$ cat src/rtl/fifo_stream_drain_pkg.sv
`default_nettype none
// ============================================================================
// Module   : fifo_stream_drain_pkg
// Purpose  : Shared constants and width helpers for the FIFO stream drain
//            (read-latency range, skid-buffer sizing rule, derived widths).
// Ports    : none (package)
// Revision : 1.0 - initial release
// ============================================================================
package fifo_stream_drain_pkg;

    // Supported FIFO read latency range.
    localparam int c_rd_lat_min = 1;
    localparam int c_rd_lat_max = 4;

    // The skid buffer must hold at least every word that can be in flight
    // plus the one sitting at the head while the stream is stalled.
    localparam int c_buf_slack_min = 1;

    // Ceiling log2; clog2(1) = 0.
    function automatic int clog2(input int value);
        int result;
        result = 0;
        for (int i = 0; i < 31; i++) begin
            if ((1 << i) < value) begin
                result = i + 1;
            end
        end
        return result;
    endfunction

    // Buffer pointer width, never narrower than one bit.
    function automatic int ptr_width(input int depth);
        return (clog2(depth) < 1) ? 1 : clog2(depth);
    endfunction

    // Occupancy must be able to represent the value DEPTH itself.
    function automatic int occ_width(input int depth);
        return (clog2(depth + 1) < 1) ? 1 : clog2(depth + 1);
    endfunction

    // Beat counter width, never narrower than one bit.
    function automatic int cnt_width(input int frame_len);
        return (clog2(frame_len) < 1) ? 1 : clog2(frame_len);
    endfunction

    // Width able to hold occupancy plus every in-flight read.
    function automatic int credit_width(input int depth, input int rd_lat);
        return clog2(depth + rd_lat + 1);
    endfunction

endpackage : fifo_stream_drain_pkg
`default_nettype wire

$ cat src/rtl/fifo_stream_drain_skid_buf_ram.sv
`default_nettype none
// ============================================================================
// Module   : skid_buf_ram
// Purpose  : Circular DEPTH x D_WIDTH register buffer with push/pop pointers
//            and occupancy. Absorbs words returning from the FIFO read
//            pipeline while the stream is back-pressured.
// Ports    : i_clk, i_rst_n (sync, active-low)
//            i_push / i_push_data : write one word at the tail
//            i_pop                : retire the head word (ignored when empty)
//            o_head               : word at the head of the buffer
//            o_occ                : number of stored words (0..DEPTH)
// Revision : 1.0 - initial release
// ============================================================================
module skid_buf_ram
    import fifo_stream_drain_pkg::*;
#(
    parameter int D_WIDTH = 48,
    parameter int DEPTH   = 4
) (
    input  logic                          i_clk,
    input  logic                          i_rst_n,
    input  logic                          i_push,
    input  logic [D_WIDTH-1:0]            i_push_data,
    input  logic                          i_pop,
    output logic [D_WIDTH-1:0]            o_head,
    output logic [occ_width(DEPTH)-1:0]   o_occ
);

    localparam int c_ptr_w = ptr_width(DEPTH);
    localparam int c_occ_w = occ_width(DEPTH);

    logic [D_WIDTH-1:0] mem_q [DEPTH];
    logic [c_ptr_w-1:0] wr_ptr_q, wr_ptr_d;
    logic [c_ptr_w-1:0] rd_ptr_q, rd_ptr_d;
    logic [c_occ_w-1:0] occ_q, occ_d;
    logic               w_pop_ok;
    logic               w_full;

    // Pointers wrap modulo DEPTH so non-power-of-two depths work.
    function automatic logic [c_ptr_w-1:0] ptr_inc(input logic [c_ptr_w-1:0] p);
        return (p == c_ptr_w'(DEPTH - 1)) ? '0 : p + c_ptr_w'(1);
    endfunction

    assign w_pop_ok = i_pop & (occ_q != '0);
    assign w_full   = (occ_q == c_occ_w'(DEPTH));

    always_comb begin
        wr_ptr_d = wr_ptr_q;
        rd_ptr_d = rd_ptr_q;
        occ_d    = occ_q;
        if (i_push) begin
            wr_ptr_d = ptr_inc(wr_ptr_q);
        end
        if (w_pop_ok) begin
            rd_ptr_d = ptr_inc(rd_ptr_q);
        end
        // Simultaneous push and pop leaves occupancy unchanged.
        case ({i_push, w_pop_ok})
            2'b10:   occ_d = occ_q + c_occ_w'(1);
            2'b01:   occ_d = occ_q - c_occ_w'(1);
            default: occ_d = occ_q;
        endcase
    end

    always_ff @(posedge i_clk) begin
        if (!i_rst_n) begin
            for (int i = 0; i < DEPTH; i++) begin
                mem_q[i] <= '0;
            end
            wr_ptr_q <= '0;
            rd_ptr_q <= '0;
            occ_q    <= '0;
        end else begin
            if (i_push) begin
                mem_q[wr_ptr_q] <= i_push_data;
            end
            wr_ptr_q <= wr_ptr_d;
            rd_ptr_q <= rd_ptr_d;
            occ_q    <= occ_d;
        end
    end

    assign o_head = mem_q[rd_ptr_q];
    assign o_occ  = occ_q;

`ifndef SYNTHESIS
    // The upstream credit check makes a push into a full buffer impossible.
    a_no_push_when_full: assert property (@(posedge i_clk) disable iff (!i_rst_n)
        !(i_push && w_full));
    a_occ_in_range: assert property (@(posedge i_clk) disable iff (!i_rst_n)
        occ_q <= c_occ_w'(DEPTH));
`endif

endmodule : skid_buf_ram
`default_nettype wire

$ cat src/rtl/fifo_stream_drain.sv
`default_nettype none
// ============================================================================
// Module   : fifo_stream_drain
// Purpose  : Drains a synchronous FIFO read port (fixed read latency) into a
//            valid/ready stream. A credit-controlled skid buffer absorbs the
//            read latency so no word is lost under back-pressure; a beat
//            counter marks the last beat of each FRAME_LEN-beat frame.
// Ports    : i_clk, i_rst_n (sync, active-low)
//            i_en                      : allow new FIFO reads
//            i_fifo_empty/o_fifo_rd_en : FIFO read handshake
//            i_fifo_data               : read data, RD_LAT cycles after read
//            o_m_valid/i_m_ready/o_m_data/o_m_last : output stream
//            o_busy                    : reads in flight or words buffered
// Revision : 1.0 - initial release
// ============================================================================
module fifo_stream_drain
    import fifo_stream_drain_pkg::*;
#(
    parameter int D_WIDTH   = 48,
    parameter int RD_LAT    = 1,
    parameter int BUF_DEPTH = 4,
    parameter int FRAME_LEN = 16
) (
    input  logic               i_clk,
    input  logic               i_rst_n,
    input  logic               i_en,
    input  logic               i_fifo_empty,
    output logic               o_fifo_rd_en,
    input  logic [D_WIDTH-1:0] i_fifo_data,
    output logic               o_m_valid,
    input  logic               i_m_ready,
    output logic [D_WIDTH-1:0] o_m_data,
    output logic               o_m_last,
    output logic               o_busy
);

    localparam int c_occ_w = occ_width(BUF_DEPTH);
    localparam int c_cnt_w = cnt_width(FRAME_LEN);
    localparam int c_crd_w = credit_width(BUF_DEPTH, RD_LAT);
    localparam logic [c_cnt_w-1:0] c_last_beat = c_cnt_w'(FRAME_LEN - 1);

    // Elaboration-time legality checks.
    if (RD_LAT < c_rd_lat_min || RD_LAT > c_rd_lat_max) begin : g_bad_rd_lat
        $error("fifo_stream_drain: RD_LAT outside supported range");
    end
    if (BUF_DEPTH < RD_LAT + c_buf_slack_min) begin : g_bad_buf_depth
        $error("fifo_stream_drain: BUF_DEPTH too small for RD_LAT");
    end
    if (FRAME_LEN < 1) begin : g_bad_frame_len
        $error("fifo_stream_drain: FRAME_LEN must be at least 1");
    end

    logic [RD_LAT-1:0]  inflight_q, inflight_d;
    logic [c_cnt_w-1:0] cnt_q, cnt_d;
    logic [c_crd_w-1:0] w_inflight_cnt;
    logic [c_crd_w-1:0] w_credit_used;
    logic [c_occ_w-1:0] w_occ;
    logic [D_WIDTH-1:0] w_head;
    logic               w_rd_en;
    logic               w_push;
    logic               w_pop;
    logic               w_valid;

    // Number of reads issued whose data has not yet landed in the buffer.
    always_comb begin
        w_inflight_cnt = '0;
        for (int i = 0; i < RD_LAT; i++) begin
            w_inflight_cnt = w_inflight_cnt + c_crd_w'(inflight_q[i]);
        end
    end

    // Credit check uses registered state only; this cycle's pop is not
    // credited back, which keeps the read-enable path short at the cost of
    // one slot of buffer slack.
    assign w_credit_used = c_crd_w'(w_occ) + w_inflight_cnt;
    assign w_rd_en       = i_en & ~i_fifo_empty & (w_credit_used < c_crd_w'(BUF_DEPTH));

    // Valid pipe: stage 0 is the newest read, stage RD_LAT-1 lands this cycle.
    if (RD_LAT == 1) begin : g_pipe_single
        assign inflight_d = w_rd_en;
    end else begin : g_pipe_multi
        assign inflight_d = {inflight_q[RD_LAT-2:0], w_rd_en};
    end

    assign w_push  = inflight_q[RD_LAT-1];
    assign w_valid = (w_occ != '0);
    assign w_pop   = w_valid & i_m_ready;

    always_comb begin
        cnt_d = cnt_q;
        if (w_pop) begin
            cnt_d = (cnt_q == c_last_beat) ? '0 : cnt_q + c_cnt_w'(1);
        end
    end

    always_ff @(posedge i_clk) begin
        if (!i_rst_n) begin
            inflight_q <= '0;
            cnt_q      <= '0;
        end else begin
            inflight_q <= inflight_d;
            cnt_q      <= cnt_d;
        end
    end

    skid_buf_ram #(
        .D_WIDTH (D_WIDTH),
        .DEPTH   (BUF_DEPTH)
    ) u_skid_buf (
        .i_clk       (i_clk),
        .i_rst_n     (i_rst_n),
        .i_push      (w_push),
        .i_push_data (i_fifo_data),
        .i_pop       (w_pop),
        .o_head      (w_head),
        .o_occ       (w_occ)
    );

    assign o_fifo_rd_en = w_rd_en;
    assign o_m_valid    = w_valid;
    assign o_m_data     = w_head;
    assign o_m_last     = w_valid & (cnt_q == c_last_beat);
    assign o_busy       = (|inflight_q) | w_valid;

endmodule : fifo_stream_drain
`default_nettype wire

$ cat config.mk
export PLATFORM = sky130hd
export DESIGN_NAME = fifo_stream_drain
export DESIGN_NICKNAME = d
export VERILOG_FILES = /design/src/rtl/fifo_stream_drain_pkg.sv /design/src/rtl/fifo_stream_drain_skid_buf_ram.sv /design/src/rtl/fifo_stream_drain.sv
export SDC_FILE = /design/constraint.sdc
export NUM_CORES = 1
export LEC_CHECK = 0
export ABC_AREA = 1
export CAP_MARGIN = 5
export CORE_MARGIN = 2
export CORE_UTILIZATION = 40
export DETAILED_ROUTE_END_ITERATION = 6
export PLACE_DENSITY = 0.62
export REMOVE_ABC_BUFFERS = 1
export SLEW_MARGIN = 20
export SYNTH_ARGS = -nofsm -noshare
export SYNTH_HDL_FRONTEND = slang
export SYNTH_SLANG_ARGS = --single-unit
$ cat constraint.sdc
create_clock -name i_clk -period 8.35 [get_ports i_clk]
set_clock_uncertainty 0.1 [all_clocks]
set_input_delay 1.2525 -clock i_clk [delete_from_list [all_inputs] [get_ports i_clk]]
set_output_delay 1.2525 -clock i_clk [all_outputs]
set_load 0.005 [all_outputs]
== Word level (Yosys, flattened, before mapping) ==
Memories as Yosys holds them, arrays and structs flattened. A register that Yosys moved wholly into a read port is not among the register bits.
Index checks and enable logic that the tools add are counted.

* $add $sub $neg: 6
* Order comparisons: 1
* Equality and inequality tests: 5
* Muxes and demuxes: 13
* Bitwise logic cells: 7
* Reductions and logical operators: 3

{| class="wikitable"
|+ Operators with widths
! cell !! count
|-
| 2-to-1 mux 48 bit || 1
|-
| OR reduction 48 bit || 1
|-
| 2-to-1 mux 2 bit || 5
|-
| == test 2 bit (second input constant) || 3
|-
| one-hot mux 3 bit (2 select lines) || 1
|-
| bitwise AND 1 bit || 5
|-
| 2-to-1 mux 1 bit || 5
|-
| adder 2 x 1 -> 2 bit (second input constant) || 2
|-
| adder 4 x 1 -> 4 bit (second input constant) || 1
|-
| == test 4 bit (second input constant) || 1
|-
| 2-to-1 mux 4 bit || 1
|-
| adder 3 x 1 -> 3 bit || 1
|-
| adder 3 x 1 -> 3 bit (second input constant) || 1
|-
| less-than comparator 3 bit (second input constant) || 1
|-
| nonzero test 3 bit || 1
|-
| subtractor 3 x 1 -> 3 bit (second input constant) || 1
|-
| == test 2 x 1 -> 1 bit (second input constant) || 1
|-
| nonzero test 2 bit || 1
|-
| inverter 1 bit || 1
|-
| OR 1 bit || 1
|}

* Register bits: 12
* Bits in writable memories: 192
* Input bits: 53
* Word-level logic and storage cells: 41
* Memories: 1

{| class="wikitable"
|+ Memories
! name !! depth !! bits a word !! rd ports !! clocked after Yosys merged registers in !! write ports !! RTL line !! RTL
|-
| u_skid_buf.mem_q || 4 || 48 || 1 || 1 || 4 || fifo_stream_drain_skid_buf_ram.sv:32 || <nowiki>logic [D_WIDTH-1:0] mem_q [DEPTH];</nowiki>
|}

== Depth between registers and ports, before layout ==
* Word-level depth: 5
* Gate-level depth with buffers: 12

== Hierarchy ==
From an unflattened synthesis, not the netlist that was laid out.

* Cell total of the unflattened synthesis: 829
* Area total of the unflattened synthesis: 8826.0 µm²

{| class="wikitable"
|+ Modules (own cells, without submodules)
! module !! times used !! cells each !! area an instance (µm²)
|-
| skid_buf_ram || 1 || 786 || 8511.9
|-
| fifo_stream_drain || 1 || 43 || 314.1
|}

== Worst setup path before layout ==
No wires, ideal clock.

* Path kind: in2reg
* Start: in i_rst_n
* End: mem u_skid_buf.mem_q[3][0] (enable)
* Arrival time: 4948 ps
* Path slack: 2779 ps
* Cell stages on the path: 3
* Path buffers: 0
* Cell sequence: nand2_1 -> nor2_2 -> nor3b_1

{| class="wikitable"
|+ RTL lines
! item !! RTL line !! RTL
|-
| start: declaration || fifo_stream_drain.sv:25 || <nowiki>input logic i_rst_n,</nowiki>
|-
| end: declaration || fifo_stream_drain_skid_buf_ram.sv:32 ||
|}

==> reports/qor.csv <==
stage;metric;value;unit
outcome;status;completed;
clocking;clock_latency;0.50;ns
critical_path;path_class;register to output port;
pwr;ir_drop;0.137;mV
synthesis;syn_area;0.00875;sq mm
placement;post-place-ws;3.00;ns
critical_path;cp-start-kind;register;
clocking;ctsHoldBuffers;0;
clocking;postCtsSetupBuffers;0;
sta;rsz0062_at_grt;false;
synthesis;synth_top_flop_cell;edfxtp_1;
die;ios;105;
sta;setup_violations;0;
min_path;hp-class;register to register;
layout;layout_common_cells;302 x nor2_1, 192 x edfxtp_1, 104 x clkdlybuf4s50_1, 98 x o21ai_0, 62 x inv_1;
critical_path;cpPeakStageDelay;0.70;ns
route;wirelength_met1;8780;um
pwr;p_leak;4.24;nW
sta;tightest_slew;1.02;ns
route;postRouteAntennaNets;0;
sta;tns;0;ns
synthesis;yosys_warnings;0;
grt;grt_pass1_wl;32100;um
placement;gp_congestion;0.746;
clocking;clkTransAtPathRegs;0.06;ns
layout;antenna_cells;0;
grt;grt-ovfl-total;0;
route;vias_per_cell;5.08;
synthesis;yosysUniqueCellTypes;24;
clocking;clockBufferDepth;3;
sta;finalCritPeriodShare;57.6;%
critical_path;cp_slowest_cell;inv_2;
critical_path;cp-end-kind;output port;
die;rows;54;
route;firstDrtPassIters;7;
clocking;numCtsBuffers;23;
pwr;total_power;0.00304;W
grt;grt_pass1_vias;6220;
sta;hold_viol_final;0;
clocking;clock_sinks;206;
synthesis;synthArstFlopShare;0;%
route;wl_met2;9790;um
die;die_h;152;um
sta;relSlewSlack;32.0;%
route;dr_wl_met3;1070;um
grt;grt_max_degree;98;
clocking;cts_resized;0;
layout;layout_commonest_cell;nor2_1;
die;dieArea;0.0231;sq mm
sta;max_freq;208;MHz
layout;area_delta_synth_final;22.8;%
route;routedWlPerCell;16.5;um
critical_path;worstPathRequired;7.00;ns
clocking;htreeDepth;1;
route;drc;0;
flow_run;drv_cap;0;
grt;gr-usage-all-layers;17.2;%
critical_path;path_cells;inv_2, buf_4, o21ai_0, o22ai_1, clkdlybuf4s50_1;
synthesis;syn-mean-instance-area;10.6;sq um
die;coreArea;0.0216;sq mm
layout;layout.nets;963;
clocking;cts_root_buf;clkbuf_16;
synthesis;synth-edff-count;192;
synthesis;yosysSeqAreaShare;69.1;%
placement;io_buffer_count;104;
route;dr.first_iter.drc_count;408;
route;vias;6111;
critical_path;cp.arrival;3.45;ns
pwr;p_per_area;283;mW/mm^2
die;dieWidth;152;um
sta;period_minus_slack;4.81;ns
synthesis;synth_cells;822;
sta;final_max_slew_viol_count;0;
layout;drive_gt1_share;5.75;%
clocking;cts_tree;built;
grt;antenna_found_initial;0;
critical_path;cp_max_fo;97;
sta;layout_setup_ws;3.54;ns
synthesis;synth_seq_cells;206;
route;drt_wl_total;19900;um
placement;place_hpwl;10500;um
die;start_util;40.5;%
route;top_layer;met4;
-- final timing paths --
| kind | startpoint | endpoint | slack, ns | depth (start not counted) |
|---|---|---|---|---|
| worst min-delay path | cnt_q[0] | cnt_q[0] | 0.39 | 2 |
| worst min register to register | cnt_q[0] | cnt_q[0] | 0.39 | 2 |
| worst max register to register | inflight_q | u_skid_buf.mem_q[1][38] | 5.49 | 6 |
| worst max-delay path | register | o_m_data[14] | 3.54 | 5 |
-- synthesized netlist by cell type (3+ instances only) --
cell / instances / share of area, %
a21oi_1: 5 / 0.29
buf_2: 8 / 0.46
buf_4: 7 / 0.60
clkbuf_1: 33 / 1.4
dfxtp_1: 14 / 3.2
edfxtp_1: 192 / 66
ha_1: 4 / 0.57
inv_1: 64 / 2.7
nand2_1: 23 / 0.99
nand3_1: 5 / 0.29
nand4_1: 3 / 0.21
nor2_1: 302 / 13
o21ai_0: 98 / 5.6
o21ai_1: 4 / 0.23
o22ai_1: 49 / 3.5
-- layout make-up --
cell class / instances / area, sq um
flip-flops and latches: 206 / 6050
multi-input cells: 500 / 2250
clock inverters: 13 / 165
inverters: 64 / 240
repair buffers: 110 / 1090
fillers: 2007 / 10900
well taps: 280 / 350
clock buffers: 29 / 598
-- kinds of logic (layout without fill, tap and decap cells) --
family | count (synthesis) | count (layout) | synth area share, %
buf+inv | 116 | 216 | 5.59
xor+xnor | 1 | 1 | 0.100
simple gates | 338 | 338 | 14.8
fa+ha+maj | 5 | 5 | 0.801
compound gates | 156 | 156 | 9.62
flops | 206 | 206 | 69.1
-- sequential cells by signal, indices dropped and copies added (netlist names), named ones only --
register,cells
u_skid_buf.rd_ptr_q,2
u_skid_buf.o_occ,3
cnt_q,4
inflight_q,1
u_skid_buf.wr_ptr_q,2
u_skid_buf.mem_q,192
-- power by group --
group,switching [W],leakage [nW],internal [W]
registers,0.0000924,2.10,0.00120
clock network,0.000389,0.376,0.000631
logic,0.000368,1.76,0.000364
-- metrics by stage --
stage	std cells	cell area, sq um	util [%]	hold WS (ns)
after global routing	1202	10700	49.7	0.433
after detailed placement	1160	9970	46.1	0.380
after CTS	1202	10700	49.7	0.390
after global placement	1160	9970	46.1	0.381
final	1202	10700	49.7	0.393
after floorplan	770	8500	-	0.363
-- worst max-delay path: cells and delay by family (launching register included) --
family          cells  cell delay, ns
compound gates      2            0.41
buf+inv             3            1.85
flops               1            0.62
-- routing by layer --
metal  vias up  global-route usage, %
met3        22                   3.28
met1      2993                   22.5
met4         0                   4.45
met5         -                      0
li1       2958                      -
met2       138                   29.6
Power figures use the tool's default switching activity.
